==> src/rtl/cmd_sched_pkg.sv <==
// Shared definitions for the command scheduler.
//   state_t  : handshake FSM states
//   ADDR_MSB/ADDR_LSB/DATA_MSB : field positions within a 32-bit command word
//   NOP_ADDR : address byte marking a command that is discarded on capture
package cmd_sched_pkg;

  typedef enum logic [1:0] {
    IDLE     = 2'd0,
    WAIT_ACK = 2'd1,
    WAIT_REL = 2'd2
  } state_t;

  localparam int ADDR_MSB = 31;
  localparam int ADDR_LSB = 24;
  localparam int DATA_MSB = 23;

  localparam logic [7:0] NOP_ADDR = 8'h00;

endpackage

==> src/rtl/cmd_fifo.sv <==
// Synchronous command FIFO, DEPTH x 32 bits, first-word-fall-through read.
// Ports:
//   clk, rst      : clock, asynchronous active-high reset (pointers/count only)
//   push, wdata   : write request and word; ignored when full unless pop is also high
//   pop           : read request; ignored when empty
//   rdata         : word at the head of the queue
//   full, empty   : occupancy flags
//   count         : occupancy, 0..DEPTH
module cmd_fifo #(
  parameter int DEPTH = 4
) (
  input  logic                     clk,
  input  logic                     rst,
  input  logic                     push,
  input  logic                     pop,
  input  logic [31:0]              wdata,
  output logic [31:0]              rdata,
  output logic                     full,
  output logic                     empty,
  output logic [$clog2(DEPTH):0]   count
);

  localparam int AW = $clog2(DEPTH);
  localparam int CW = AW + 1;

  logic [31:0]   mem [DEPTH];
  logic [AW-1:0] wptr;
  logic [AW-1:0] rptr;
  logic          push_ok;
  logic          pop_ok;

  assign full  = (count == CW'(DEPTH));
  assign empty = (count == '0);
  assign rdata = mem[rptr];

  // A push into a full FIFO is accepted when a pop frees the head slot in the
  // same cycle; the head word is read before the write lands.
  assign pop_ok  = pop && !empty;
  assign push_ok = push && (!full || pop_ok);

  always_ff @(posedge clk) begin
    if (push_ok) mem[wptr] <= wdata;
  end

  always_ff @(posedge clk or posedge rst) begin
    if (rst) begin
      wptr  <= '0;
      rptr  <= '0;
      count <= '0;
    end else begin
      if (push_ok) wptr <= wptr + 1'b1;
      if (pop_ok)  rptr <= rptr + 1'b1;
      case ({push_ok, pop_ok})
        2'b10:   count <= count + 1'b1;
        2'b01:   count <= count - 1'b1;
        default: count <= count;
      endcase
    end
  end

endmodule

==> src/rtl/cmd_scheduler.sv <==
// Command scheduler: captures completed command words from the byte-stream
// decoder, queues them, and issues them one at a time on the configuration
// bus with a 4-phase req/ack handshake.
// Optional feature macro: CMD_SCHEDULER_TIMEOUT_EN (per-phase handshake timeout).
// Ports:
//   iClk, iRst    : clock, asynchronous active-high reset
//   iCode         : command word, stable while iCode_Ready is high
//   iCode_Ready   : command-complete level, asynchronous to iClk
//   iClr          : pulse clearing oOverflow / oTimeout
//   iAck          : bus acknowledge
//   oReq          : bus request
//   oAddr, oData  : issued register address / write data (held after handshake)
//   oBusy         : FIFO non-empty or handshake in progress
//   oCount        : FIFO occupancy
//   oOverflow     : sticky, a command was dropped on a full FIFO
//   oTimeout      : sticky, a handshake phase timed out (0 when feature is off)
module cmd_scheduler
  import cmd_sched_pkg::*;
#(
  parameter int DEPTH     = 4,
  parameter int TO_CYCLES = 1000
) (
  input  logic                     iClk,
  input  logic                     iRst,
  input  logic [31:0]              iCode,
  input  logic                     iCode_Ready,
  input  logic                     iClr,
  input  logic                     iAck,
  output logic                     oReq,
  output logic [7:0]               oAddr,
  output logic [23:0]              oData,
  output logic                     oBusy,
  output logic [$clog2(DEPTH):0]   oCount,
  output logic                     oOverflow,
  output logic                     oTimeout
);

  logic        s1, s2, s3;
  logic        push;
  logic        pop;
  logic        full;
  logic        empty;
  logic [31:0] head;
  logic        ovf_evt;
  logic        to_evt;
  logic        req_nxt;
  state_t      state, state_nxt;

  // Input synchronisation: s1/s2 resolve metastability, s3 detects the edge
  always_ff @(posedge iClk or posedge iRst) begin
    if (iRst) begin
      s1 <= 1'b0;
      s2 <= 1'b0;
      s3 <= 1'b0;
    end else begin
      s1 <= iCode_Ready;
      s2 <= s1;
      s3 <= s2;
    end
  end

  // iCode has been stable long enough by the time the edge reaches s2
  assign push    = s2 && !s3 && (iCode[ADDR_MSB:ADDR_LSB] != NOP_ADDR);
  assign ovf_evt = push && full && !pop;

  cmd_fifo #(.DEPTH(DEPTH)) u_fifo (
    .clk   (iClk),
    .rst   (iRst),
    .push  (push),
    .pop   (pop),
    .wdata (iCode),
    .rdata (head),
    .full  (full),
    .empty (empty),
    .count (oCount)
  );

  assign oBusy = !empty || (state != IDLE);

`ifdef CMD_SCHEDULER_TIMEOUT_EN
  localparam int TW = (TO_CYCLES > 2) ? $clog2(TO_CYCLES) : 1;
  localparam logic [TW-1:0] TO_LAST = TW'(TO_CYCLES - 1);
  logic [TW-1:0] to_cnt;

  // Restarts on every state change, so each handshake phase gets a full budget
  always_ff @(posedge iClk or posedge iRst) begin
    if (iRst)                                   to_cnt <= '0;
    else if (state == IDLE || state_nxt != state) to_cnt <= '0;
    else                                        to_cnt <= to_cnt + 1'b1;
  end

  always_ff @(posedge iClk or posedge iRst) begin
    if (iRst)         oTimeout <= 1'b0;
    else if (to_evt)  oTimeout <= 1'b1;
    else if (iClr)    oTimeout <= 1'b0;
  end
`else
  assign oTimeout = 1'b0;
`endif

  always_comb begin
    state_nxt = state;
    req_nxt   = oReq;
    pop       = 1'b0;
    to_evt    = 1'b0;
    case (state)
      IDLE: begin
        if (!empty) begin
          pop       = 1'b1;
          req_nxt   = 1'b1;
          state_nxt = WAIT_ACK;
        end
      end
      WAIT_ACK: begin
        if (iAck) begin
          req_nxt   = 1'b0;
          state_nxt = WAIT_REL;
        end
      end
      WAIT_REL: begin
        if (!iAck) state_nxt = IDLE;
      end
      default: begin
        req_nxt   = 1'b0;
        state_nxt = IDLE;
      end
    endcase
`ifdef CMD_SCHEDULER_TIMEOUT_EN
    // Abandon the command: no retry, the next queued one goes out from IDLE
    if (state != IDLE && to_cnt == TO_LAST) begin
      to_evt    = 1'b1;
      req_nxt   = 1'b0;
      state_nxt = IDLE;
    end
`endif
  end

  always_ff @(posedge iClk or posedge iRst) begin
    if (iRst) begin
      state <= IDLE;
      oReq  <= 1'b0;
      oAddr <= '0;
      oData <= '0;
    end else begin
      state <= state_nxt;
      oReq  <= req_nxt;
      if (pop) begin
        oAddr <= head[ADDR_MSB:ADDR_LSB];
        oData <= head[DATA_MSB:0];
      end
    end
  end

  // A drop in the same cycle as iClr keeps the flag set
  always_ff @(posedge iClk or posedge iRst) begin
    if (iRst)         oOverflow <= 1'b0;
    else if (ovf_evt) oOverflow <= 1'b1;
    else if (iClr)    oOverflow <= 1'b0;
  end

endmodule

==> config.mk <==
export PLATFORM = sky130hd
export DESIGN_NAME = cmd_scheduler
export DESIGN_NICKNAME = d
export VERILOG_FILES = /design/src/rtl/cmd_sched_pkg.sv /design/src/rtl/cmd_fifo.sv /design/src/rtl/cmd_scheduler.sv
export SDC_FILE = /design/constraint.sdc
export NUM_CORES = 1
export LEC_CHECK = 0
export ABC_AREA = 1
export CAP_MARGIN = 20
export CELL_PAD_IN_SITES_DETAIL_PLACEMENT = 1
export CELL_PAD_IN_SITES_GLOBAL_PLACEMENT = 1
export CORE_ASPECT_RATIO = 0.7
export CORE_MARGIN = 2
export CORE_UTILIZATION = 41
export CTS_CLUSTER_DIAMETER = 100
export CTS_CLUSTER_SIZE = 8
export DETAILED_ROUTE_END_ITERATION = 7
export PLACE_DENSITY = 0.69
export SYNTH_ARGS = -nofsm -noshare
export SYNTH_HDL_FRONTEND = slang
export SYNTH_SLANG_ARGS = --single-unit
==> constraint.sdc <==
create_clock -name iClk -period 3.5 [get_ports iClk]
set_input_delay 0.35 -clock iClk [delete_from_list [all_inputs] [get_ports iClk]]
set_output_delay 0.35 -clock iClk [all_outputs]
set_load 0.02 [all_outputs]
==> flow_metrics.env <==
export IMPL_status="complete, no violations"
export IMPL_synth_net_count=608
export IMPL_io_pins=76
export IMPL_clk_latency_ns=0.43
export IMPL_r2r_start="u_fifo.count[0]"
export IMPL_path_max_fanout=36
export IMPL_ctsResizeCount=0
export IMPL_p_per_area_nw_per_um2=879
export IMPL_die_h_um=112
export IMPL_path_class="reg -> reg"
export IMPL_syn_area_um2=6810
export IMPL_area_delta_synth_final_pct=21.7
export IMPL_fin_crit_ns=2.61
export IMPL_ys_ff_latch=174
export IMPL_coreArea_um2=16300
export IMPL_worst_setup_path_start_kind="register"
export IMPL_skew_ns=0.0103
export IMPL_antenna_cells=0
export IMPL_ant_nets=0
export IMPL_p_leak_uw=0.00303
export IMPL_ys_warnings_count=0
export IMPL_viasPerCell=4.91
export IMPL_ys_types=28
export IMPL_syn_avg_cell_area_um2=12.1
export IMPL_maxSlewViolCount=0
export IMPL_grt_pass1_vias=4729
export IMPL_drc=0
export IMPL_setup_violations=0
export IMPL_worst_pin_slew_ns=0.781
export IMPL_yosysSeqAreaShare_pct=73.3
export IMPL_maxSlewHeadroom_pct=48.0
export IMPL_critPathLaunch="u_fifo.count[0]"
export IMPL_cts_max_level=4
export IMPL_timing_final_crit_share_pct=74.5
export IMPL_tritoncts="built"
export IMPL_gp_congestion=0.727
export IMPL_final_layout_size_suffix_gt1_share_pct=7.35
export IMPL_reg2regPathDepth=9
export IMPL_critPathRequiredTime_ns=3.81
export IMPL_core_rowCount=39
export IMPL_rrSetupSlack_ns=0.89
export IMPL_io_buffers=74
export IMPL_via_count=4309
export IMPL_finish_utilization_pct=50.9
export IMPL_finish_net_count=684
export IMPL_cts_sinks=174
export IMPL_start_util_pct=41.8
export IMPL_clockRootBuffer="clkbuf_16"
export IMPL_power_frac_comb_pct=36.1
export IMPL_drv_cap=0
export IMPL_end_kind="register"
export IMPL_cts_buffers=17
export IMPL_place_area_um2=7730
export IMPL_firstDrtPassIters=4
export IMPL_intPower_uw=4650
export IMPL_worstPathArrival_ns=2.91
export IMPL_dpl_hpwl_um=9450
export IMPL_fillerInstances=1734
export IMPL_dieArea_um2=17700
export IMPL_grt_max_degree=66
export IMPL_die_x_um=158
export IMPL_hold_path_class="in -> async"
export IMPL_reg2reg_to="u_fifo.count[2]"
export IMPL_layout_commonest_cell="nor2_1"
export IMPL_ir_worst_vdd_mv=0.346
export IMPL_worstSetupEndpoint="u_fifo.count[2]"
export IMPL_power_frac_clock_pct=23.9
export IMPL_path_clk_slew_ns=0.06
export IMPL_drt_wl_total_um=15500
export IMPL_cts_setup_buffers=0
export IMPL_seqPwrFrac_pct=40.0
export IMPL_synth_cells=565
export IMPL_switching_share_pct=36.2
export IMPL_antenna_found_initial=0
export IMPL_switchingPower_uw=2640
export IMPL_overflow=0
export IMPL_rsz0062_at_grt="false"
export IMPL_setup_tns_ns=0
export IMPL_first_iter_violations=380
export IMPL_cts_path_max_buffers=2
export IMPL_fmax_ghz=0.384
export IMPL_grt_use_total_pct=18.9
export IMPL_avgRoutedWirePerCell_um=17.6
export IMPL_grt_pass1_wl_um=25100
export IMPL_hold_viol=0
export IMPL_design_area_um2=8290
export IMPL_layout_common_cells="nor2_1, edfxtp_1, clkdlybuf4s50_1"
export IMPL_holdBufCountCts=0
[power by group through the flow]
stage	clock (uW)	sequential, uW	combinational (uW)
after global routing	1860	2970	2960
final	1740	2920	2630
after detailed placement	0	2960	2620
after CTS	1780	2920	2660
after floorplan	0	3120	1570
after global placement	0	2940	2550
[routing by layer]
| metal | wire (um) | GRT usage (%) | up-vias | share of wire, % |
|---|---|---|---|---|
| li1 | - | - | 2061 | - |
| met1 | 7240 | 25.9 | 2130 | 47 |
| met2 | 7280 | 30.2 | 103 | 47 |
| met3 | 757 | 4.32 | 15 | 4.9 |
| met4 | 201 | 6.07 | 0 | 1.3 |
| met5 | 0 | 0 | - | 0 |
[worst max-delay path: stages (launching register included)]
cell and delay (ns):
dfrtp_1 0.44, nor2_2 0.15, nand2_1 0.10, nand2_4 0.39
inv_4 0.30, ha_1 0.33, fa_1 0.38, a21oi_1 0.13
o21ai_0 0.11, xor2_1 0.15
[Yosys cell counts (all sizes together)]
library cell | instances | share of area [%]
a21oi | 34 | 2.5
buf | 22 | 2.7
clkbuf | 6 | 0.37
conb | 1 | 0.055
dfrtp | 46 | 17
edfxtp | 128 | 56
fa | 1 | 0.29
ha | 5 | 0.92
inv | 22 | 1.2
mux2 | 1 | 0.17
nand2 | 18 | 1.1
nand3 | 4 | 0.37
nand4 | 2 | 0.18
nor2 | 205 | 11
o21ai | 66 | 4.8
or2 | 1 | 0.092
xnor2 | 1 | 0.13
xor2 | 2 | 0.26
[area by class of cell]
type                            instances  area (um2)  share of cell area (%)
Clock inverter                          2        35.0                   0.422
Tap cell                              225         282                    3.39
Sequential cell                       174        5000                    60.3
Timing Repair Buffer                   85         848                    10.2
Clock buffer                           29         490                    5.91
Inverter                               22        85.1                    1.03
Multi-Input combinational cell        341        1560                    18.8
[stage by stage]
| step | total power (uW) | setup slack (ns) | instances | hold slack, ns |
|---|---|---|---|---|
| detailed placement | 5580 | 0.704 | 845 | 0.342 |
| finish | 7290 | 0.894 | 878 | 0.265 |
| floorplan | 4690 | 0.821 | 565 | 0.331 |
| global route | 7790 | 0.657 | 878 | 0.298 |
| global placement | 5490 | 0.787 | 845 | 0.344 |
| CTS | 7360 | 0.841 | 876 | 0.343 |
[how the worst min path moves through the flow]
stage | slack, ns | end | cells after the start
after global placement | 0.34 | s2 | 0
after floorplan | 0.33 | s2 | 0
after CTS | 0.34 | s1 | 1
after detailed placement | 0.34 | s2 | 0
final | 0.26 | oData[23] | 2
after global routing | 0.30 | oData[14] | 2
[logic make-up (layout without fill, tap and decap cells)]
logic type	Yosys count	in the layout	share of synthesized area, %
xor+xnor	3	3	0.386
fa+ha+maj	6	6	1.21
buf+inv	50	138	4.30
other cells	1	1	0.0550
mux	1	1	0.165
simple gates	230	230	13.2
flops	174	174	73.3
compound gates	100	100	7.35
[flip-flops by register name (all words and copies together) (netlist names)]
name          flops
s3                1
u_fifo.count      3
oOverflow         1
state             2
s2                1
oData            24
u_fifo.rptr       2
oReq              1
u_fifo.mem      128
oAddr             8
u_fifo.wptr       2
s1                1
Note: power is estimated with default switching activity, not from simulation.
